==> config.mk <==
export PLATFORM = sky130hd
export DESIGN_NAME = time_entry_ctrl
export DESIGN_NICKNAME = d
export VERILOG_FILES = /design/src/rtl/time_entry_ctrl.sv
export SDC_FILE = /design/constraint.sdc
export NUM_CORES = 1
export LEC_CHECK = 0
export ABC_AREA = 0
export CORE_UTILIZATION = 32
export CTS_BUF_LIST = sky130_fd_sc_hd__clkbuf_8
export DETAILED_ROUTE_END_ITERATION = 7
export PLACE_DENSITY = 0.56
export SETUP_SLACK_MARGIN = 0.2
export SLEW_MARGIN = 20
export SYNTH_ARGS = -nofsm -noshare
export SYNTH_HDL_FRONTEND = slang
export SYNTH_SLANG_ARGS = --single-unit
==> constraint.sdc <==
create_clock -name CLK100MHZ -period 5.15 [get_ports CLK100MHZ]
set_clock_uncertainty 0.2 [all_clocks]
set_input_delay 1.03 -clock CLK100MHZ [delete_from_list [all_inputs] [get_ports CLK100MHZ]]
set_output_delay 1.03 -clock CLK100MHZ [all_outputs]
set_load 0.03 [all_outputs]
==> src/rtl/time_entry_ctrl.sv <==
`default_nettype none
// =====================================================================
// Module   : time_entry_ctrl
// Function : keypad HH[:MM[:SS]] entry with 24-hour digit validation,
//            backspace, cancel, alarm slot select and scan-mux display.
//            Optional cursor blink: define TIME_ENTRY_BLINK_EN.
// Revision : 1.0
// =====================================================================
module time_entry_ctrl #(
    parameter int DIGITS    = 6,
    parameter int ALARMS    = 2,
    parameter int SCAN_W    = 3,
    parameter int BLINK_DIV = 25000000,
    localparam int AW       = (ALARMS > 1) ? $clog2(ALARMS) : 1
) (
    input  logic                  CLK100MHZ,
    input  logic                  reset,
    input  logic [3:0]            key_code,
    input  logic                  key_valid,
    input  logic [SCAN_W-1:0]     rr,
    output logic [4*DIGITS-1:0]   itime,
    output logic                  itime_valid,
    output logic                  set,
    output logic [AW-1:0]         alarm_slot,
    output logic                  in,
    output logic                  err,
    output logic [4:0]            digit_holder
);

    localparam int            CW         = $clog2(DIGITS + 1);
    localparam int            BW         = 4 * DIGITS;
    localparam logic [CW-1:0] C_CUR_FULL = CW'(DIGITS);
    localparam logic [AW-1:0] C_SLOT_MAX = AW'(ALARMS - 1);
    localparam logic [4:0]    C_BLANK    = 5'b10000;

    typedef enum logic [0:0] {
        S_IDLE  = 1'b0,
        S_ENTRY = 1'b1
    } state_t;

    state_t          state_q, state_d;
    logic [BW-1:0]   buf_q, buf_d;
    logic [CW-1:0]   cur_q, cur_d;
    logic            set_q, set_d;
    logic [AW-1:0]   slot_q, slot_d;
    logic            in_q, in_d;
    logic            err_q, err_d;
    logic [BW-1:0]   itime_q, itime_d;
    logic            ival_q, ival_d;
    logic [4:0]      dh_q, dh_d;
    logic [3:0]      dig_lim;
    logic            accept;

    // Largest legal digit at the cursor; buffer digit 0 sits in the top nibble.
    always_comb begin
        if (cur_q[0] == 1'b0)
            dig_lim = (cur_q == '0) ? 4'd2 : 4'd5;
        else
            dig_lim = (cur_q == CW'(1) && buf_q[BW-1 -: 4] == 4'd2) ? 4'd3 : 4'd9;
    end

    always_comb begin
        state_d = state_q;
        buf_d   = buf_q;
        cur_d   = cur_q;
        set_d   = set_q;
        slot_d  = slot_q;
        in_d    = in_q;
        itime_d = itime_q;
        err_d   = 1'b0;
        ival_d  = 1'b0;
        accept  = 1'b0;
        if (key_valid) begin
            if (state_q == S_IDLE) begin
                if (key_code == 4'ha || key_code == 4'hb) begin
                    state_d = S_ENTRY;
                    set_d   = (key_code == 4'hb);
                    if (key_code == 4'hb)
                        slot_d = '0;
                    buf_d   = '0;
                    cur_d   = '0;
                    in_d    = 1'b1;
                    accept  = 1'b1;
                end
            end else if (key_code <= 4'h9) begin
                if (cur_q == C_CUR_FULL || key_code > dig_lim) begin
                    err_d = 1'b1;
                end else begin
                    buf_d[4*(DIGITS-1-int'(cur_q)) +: 4] = key_code;
                    cur_d  = cur_q + 1'b1;
                    accept = 1'b1;
                end
            end else begin
                case (key_code)
                    4'hc: begin
                        if (cur_q == '0) begin
                            err_d = 1'b1;
                        end else begin
                            buf_d[4*(DIGITS-int'(cur_q)) +: 4] = 4'h0;
                            cur_d  = cur_q - 1'b1;
                            accept = 1'b1;
                        end
                    end
                    4'hd: begin
                        state_d = S_IDLE;
                        in_d    = 1'b0;
                        accept  = 1'b1;
                    end
                    4'he: begin
                        if (cur_q == C_CUR_FULL) begin
                            itime_d = buf_q;
                            ival_d  = 1'b1;
                            state_d = S_IDLE;
                            in_d    = 1'b0;
                            accept  = 1'b1;
                        end else begin
                            err_d = 1'b1;
                        end
                    end
                    4'ha, 4'hb: begin
                        accept = 1'b1;
                        // Repeated b on an empty alarm entry steps through the slots.
                        if (key_code == 4'hb && set_q && cur_q == '0) begin
                            slot_d = (slot_q == C_SLOT_MAX) ? '0 : slot_q + 1'b1;
                        end else begin
                            set_d  = (key_code == 4'hb);
                            slot_d = '0;
                            buf_d  = '0;
                            cur_d  = '0;
                        end
                    end
                    default: ;
                endcase
            end
        end
    end

`ifdef TIME_ENTRY_BLINK_EN
    localparam int BCW = (BLINK_DIV > 1) ? $clog2(BLINK_DIV) : 1;
    logic [BCW-1:0] blink_cnt_q;
    logic           blink_on_q;

    always_ff @(posedge CLK100MHZ or posedge reset) begin
        if (reset) begin
            blink_cnt_q <= '0;
            blink_on_q  <= 1'b1;
        end else if (accept || !in_q) begin
            blink_cnt_q <= '0;
            blink_on_q  <= 1'b1;
        end else if (blink_cnt_q == BCW'(BLINK_DIV - 1)) begin
            blink_cnt_q <= '0;
            blink_on_q  <= ~blink_on_q;
        end else begin
            blink_cnt_q <= blink_cnt_q + 1'b1;
        end
    end
`else
    logic unused_blink;
    assign unused_blink = accept & (BLINK_DIV > 0);
`endif

    // Scan groups of three: tens, ones, separator.
    always_comb begin
        int g, o, d;
        g    = int'(rr) / 3;
        o    = int'(rr) % 3;
        d    = 2 * g + o;
        dh_d = C_BLANK;
        if (in_q && o != 2 && d < DIGITS) begin
            if (d < int'(cur_q))
                dh_d = {1'b0, buf_q[4*(DIGITS-1-d) +: 4]};
`ifdef TIME_ENTRY_BLINK_EN
            else if (d == int'(cur_q) && blink_on_q)
                dh_d = 5'b01111;
`endif
        end
    end

    always_ff @(posedge CLK100MHZ or posedge reset) begin
        if (reset) begin
            state_q <= S_IDLE;
            buf_q   <= '0;
            cur_q   <= '0;
            set_q   <= 1'b0;
            slot_q  <= '0;
            in_q    <= 1'b0;
            err_q   <= 1'b0;
            itime_q <= '0;
            ival_q  <= 1'b0;
            dh_q    <= C_BLANK;
        end else begin
            state_q <= state_d;
            buf_q   <= buf_d;
            cur_q   <= cur_d;
            set_q   <= set_d;
            slot_q  <= slot_d;
            in_q    <= in_d;
            err_q   <= err_d;
            itime_q <= itime_d;
            ival_q  <= ival_d;
            dh_q    <= dh_d;
        end
    end

    assign itime        = itime_q;
    assign itime_valid  = ival_q;
    assign set          = set_q;
    assign alarm_slot   = slot_q;
    assign in           = in_q;
    assign err          = err_q;
    assign digit_holder = dh_q;

endmodule
`default_nettype wire

==> results.py, run 1 <==
metrics = {
    "synthesis": {
        "ys.flop_type": "dfrtp_1",
        "seq_area_frac_synth_pct": 39.66,
        "synth_cells": 412,
        "syn_avg_cell_area_sq_um": 9.502,
        "yosys.area.top_type": "dfrtp_1",
        "synth_cell_types": 70,
        "synth_area_sq_um": 3915,
        "synth_edf_count": 0,
        "yosys.area_share.adder_pct": 9.971,
        "synth_top_family_by_area": "compound AO/OA/AOI/OAI gates",
        "synth_xor_xnor_area_share_pct": 1.055,
        "ys_top_cells_by_area": "dfrtp_1 (39%), ha_1 (8.9%), o21ai_0 (5.1%)",
        "synth_mux_area_share_pct": 4.346,
        "ys_ff_latch": 62,
        "yosys.area_share.simple_pct": 17.51,
        "synth-compound-area-share_pct": 21.06,
        "yosys_warnings": 0,
        "synth.top_cell.area_share_pct": 38.99,
        "synthArstFlopShare_pct": 100.0,
    },
    "clocking": {
        "postCtsHoldBufs": 0,
        "cts.clk_slew.worst_paths_ns": 0.08,
        "cts_buffer_depth": 2,
        "cts_tree": "built",
        "post_cts_buffers": 0,
        "cts_made_buffers": 9,
        "ctsRootBufferMaster": "clkbuf_8",
        "htree_levels": 3,
        "clk_latency_ns": 0.34,
        "cts.sinks": 62,
    },
    "sta": {
        "max_slew.worst_pin.slew_ns": 0.8240,
        "rsz0062_at_grt": "no",
        "tns_ns": 0,
        "fin_crit_ns": 4.462,
        "hold_viol_final": 0,
        "max_freq_mhz": 224.1,
        "finalSetupViolCount": 0,
        "relSlewSlack_pct": 44.56,
        "period_share_pct": 86.64,
        "slew_viol_final": 0,
        "holdWs_ns": 0.2796,
    },
    "hold_path": {
        "min_to": "itime[5]",
        "holdPathStages": 2,
        "hold_class": "reg -> reg",
        "hold_start": "itime[5]",
    },
    "global_route": {
        "grt_pass1_wl_mm": 16.37,
        "grt_usage_pct": 16.42,
        "grt-ovfl-total": 0,
        "grt_max_degree": 41,
        "grt_pass1_vias": 3169,
        "antenna_found_initial": 0,
    },
    "floorplan": {
        "die_w_um": 112.6,
        "die-area_sq_um": 12680,
        "coreArea_sq_um": 11960,
        "die_h_um": 112.6,
        "ios": 44,
        "start_util_pct": 32.73,
        "rows": 40,
    },
    "cells_and_area": {
        "synthToLayoutAreaGrowth_pct": 18.70,
        "final_cell_mix": "dfrtp_1 (61), clkdlybuf4s50_1 (43), o21ai_0 (40)",
        "nets": 490,
        "diodes": 0,
        "drive_above_1_share_pct": 11.87,
        "final_cells": 602,
        "final_common_cell": "dfrtp_1",
    },
    "pwr": {
        "pwr-share-clk_pct": 19.5,
        "combinationalPowerShare_pct": 50.0,
        "p_int_uw": 1239,
        "leakagePower_uw": 0.002040,
        "ir_drop_mv": 0.2114,
        "p_switching_uw": 992.0,
        "power.share.sequential_pct": 30.5,
        "cellPowerDensity_nw_per_um2": 480.1,
        "finalPower_uw": 2231,
        "power_switching_share_pct": 44.47,
    },
    "worst_setup_path": {
        "crit_path_start_kind": "input pin",
        "cp_cell_sequence": "clkdlybuf4s50_1 > nor2b_2 > inv_1 > ha_1 > nor2_1 > inv_1 > o2bb2ai_1 > ha_1 > fa_1 > ha_1 > nor2_1 > o311ai_0 > a221oi_1 > o31ai_1 > a311oi_1",
        "endpoint_kind": "register",
        "crit_required_ns": 5.19,
        "critPathMaxStageDelay_ns": 0.51,
        "slowest_stage": "fa_1",
        "r2r_slack_ns": 1.27,
        "critPathKind": "in -> reg",
        "worst_r2r_path_depth": 10,
        "worst_path_most_repeated_cell": "ha_1",
        "crit_arrival_ns": 4.50,
        "timing.rr.end": "buf_q[6]",
        "r2r-start": "cur_q[0]",
        "worstPathMaxFanout": 9,
    },
    "routing": {
        "wire_per_inst_um": 16.20,
        "drt_iter0_drc": 261,
        "routed_wl_mm": 9.752,
        "vias": 3163,
        "drc_errors": 0,
        "drtAntennaViolNets": 0,
        "drt_pass1_iterations": 4,
        "via_per_inst": 5.254,
    },
    "run_status": {
        "status": "complete, no violations",
    },
    "placement": {
        "portBuffers": 43,
        "dp_cells": 586,
        "dp_hpwl_mm": 7.305,
        "gp_congestion": 0.9571,
    },
    "flow_run": {
        "maxCapViolCount": 0,
    },
}
## state kept, by name, indices dropped and copies added, names as in the netlist
signal,count
cur_q,3
digit_holder,5
state_q,1
set,1
buf_q,24
alarm_slot,1
itime_valid,1
in,1
itime,24
err,1
## metal layers
layer / global-route usage [%] / share of wire, % / vias to the layer above
li1: - / - / 1558
met1: 23.07 / 49 / 1512
met2: 25.02 / 45 / 80
met3: 3.834 / 5.0 / 13
met4: 4.889 / 1.6 / 0
met5: 0 / 0 / -
## metrics by stage
step | util [%] | area (sq um) | setup slack (ns)
after floorplan | - | 3919 | 1.121
after global placement | 37.19 | 4448 | 0.3321
after detailed placement | 37.19 | 4448 | 0.1600
after CTS | 38.83 | 4644 | 0.5187
after global routing | 38.85 | 4647 | 0.3243
final | 38.85 | 4647 | 0.6882
## power groups by stage
stage / Combinational [uW] / Sequential (uW) / Clock [uW]
detailed placement: 1100 / 692 / 0
finish: 1120 / 681 / 434
CTS: 1110 / 682 / 448
global placement: 1080 / 691 / 0
global route: 1230 / 698 / 469
floorplan: 821 / 703 / 0
## cells by family (layout without fill, tap and decap cells)
kind of cell	after synthesis	count (layout)
adder cells (fa/ha/maj)	30	30
multiplexers	14	14
other	1	2
flip-flops	62	62
XOR/XNOR	3	3
buffers and inverters	56	98
AO/OA/AOI/OAI	121	121
AND/OR/NAND/NOR	125	125
## synth_stat cells, types with 3 or more instances
master / count
a211oi_1: 4
a21oi_1: 22
a22o_1: 4
a311oi_1: 5
and2_1: 5
and3_1: 14
buf_2: 6
clkbuf_1: 10
dfrtp_1: 61
ha_1: 28
inv_1: 34
mux2_2: 8
mux2_4: 4
nand2_1: 32
nand3_1: 20
nand4b_1: 3
nor2_1: 20
nor2b_1: 6
nor3_1: 3
o211ai_1: 6
o21ai_0: 40
o21ai_1: 9
o2bb2ai_1: 6
o31ai_1: 3
## timing repair
item	in CTS	in global routing
endpoints found under the hold margin	0	0
resized for setup	0	1
setup endpoints to repair	0	4
## worst max-delay path by stage
stage	cells after the start	start	to	slack [ns]
finish	15	rr[2]	digit_holder[2]	0.69
global route	15	rr[2]	digit_holder[2]	0.32
CTS	15	rr[2]	digit_holder[2]	0.52
detailed placement	15	rr[2]	digit_holder[2]	0.16
global placement	15	rr[2]	digit_holder[0]	0.33
floorplan	16	rr[2]	digit_holder[0]	1.12
## critical path: cells and delay by family
kind	cells	cell delay [ns]
fa+ha+maj	4	1.24
compound gates	5	1.02
buf+inv	3	0.65
simple gates	3	0.54
## cell type report
class | instances | area (sq um)
clock buffers | 9 | 123.9
clock inverters | 7 | 72.57
flip-flops and latches | 62 | 1553
inverters | 35 | 131.4
multi-input cells | 295 | 2122
well taps | 147 | 183.9
fillers | 1204 | 7315
repair buffers | 47 | 460.4
Power figures use the tool's default switching activity.
==> inputs of run 2 (changes only) <==
TNS_END_PERCENT = 5   (was unset)
==> results of run 2 <==
No change in the layout: final DEF, timing and power equal those of run 1.
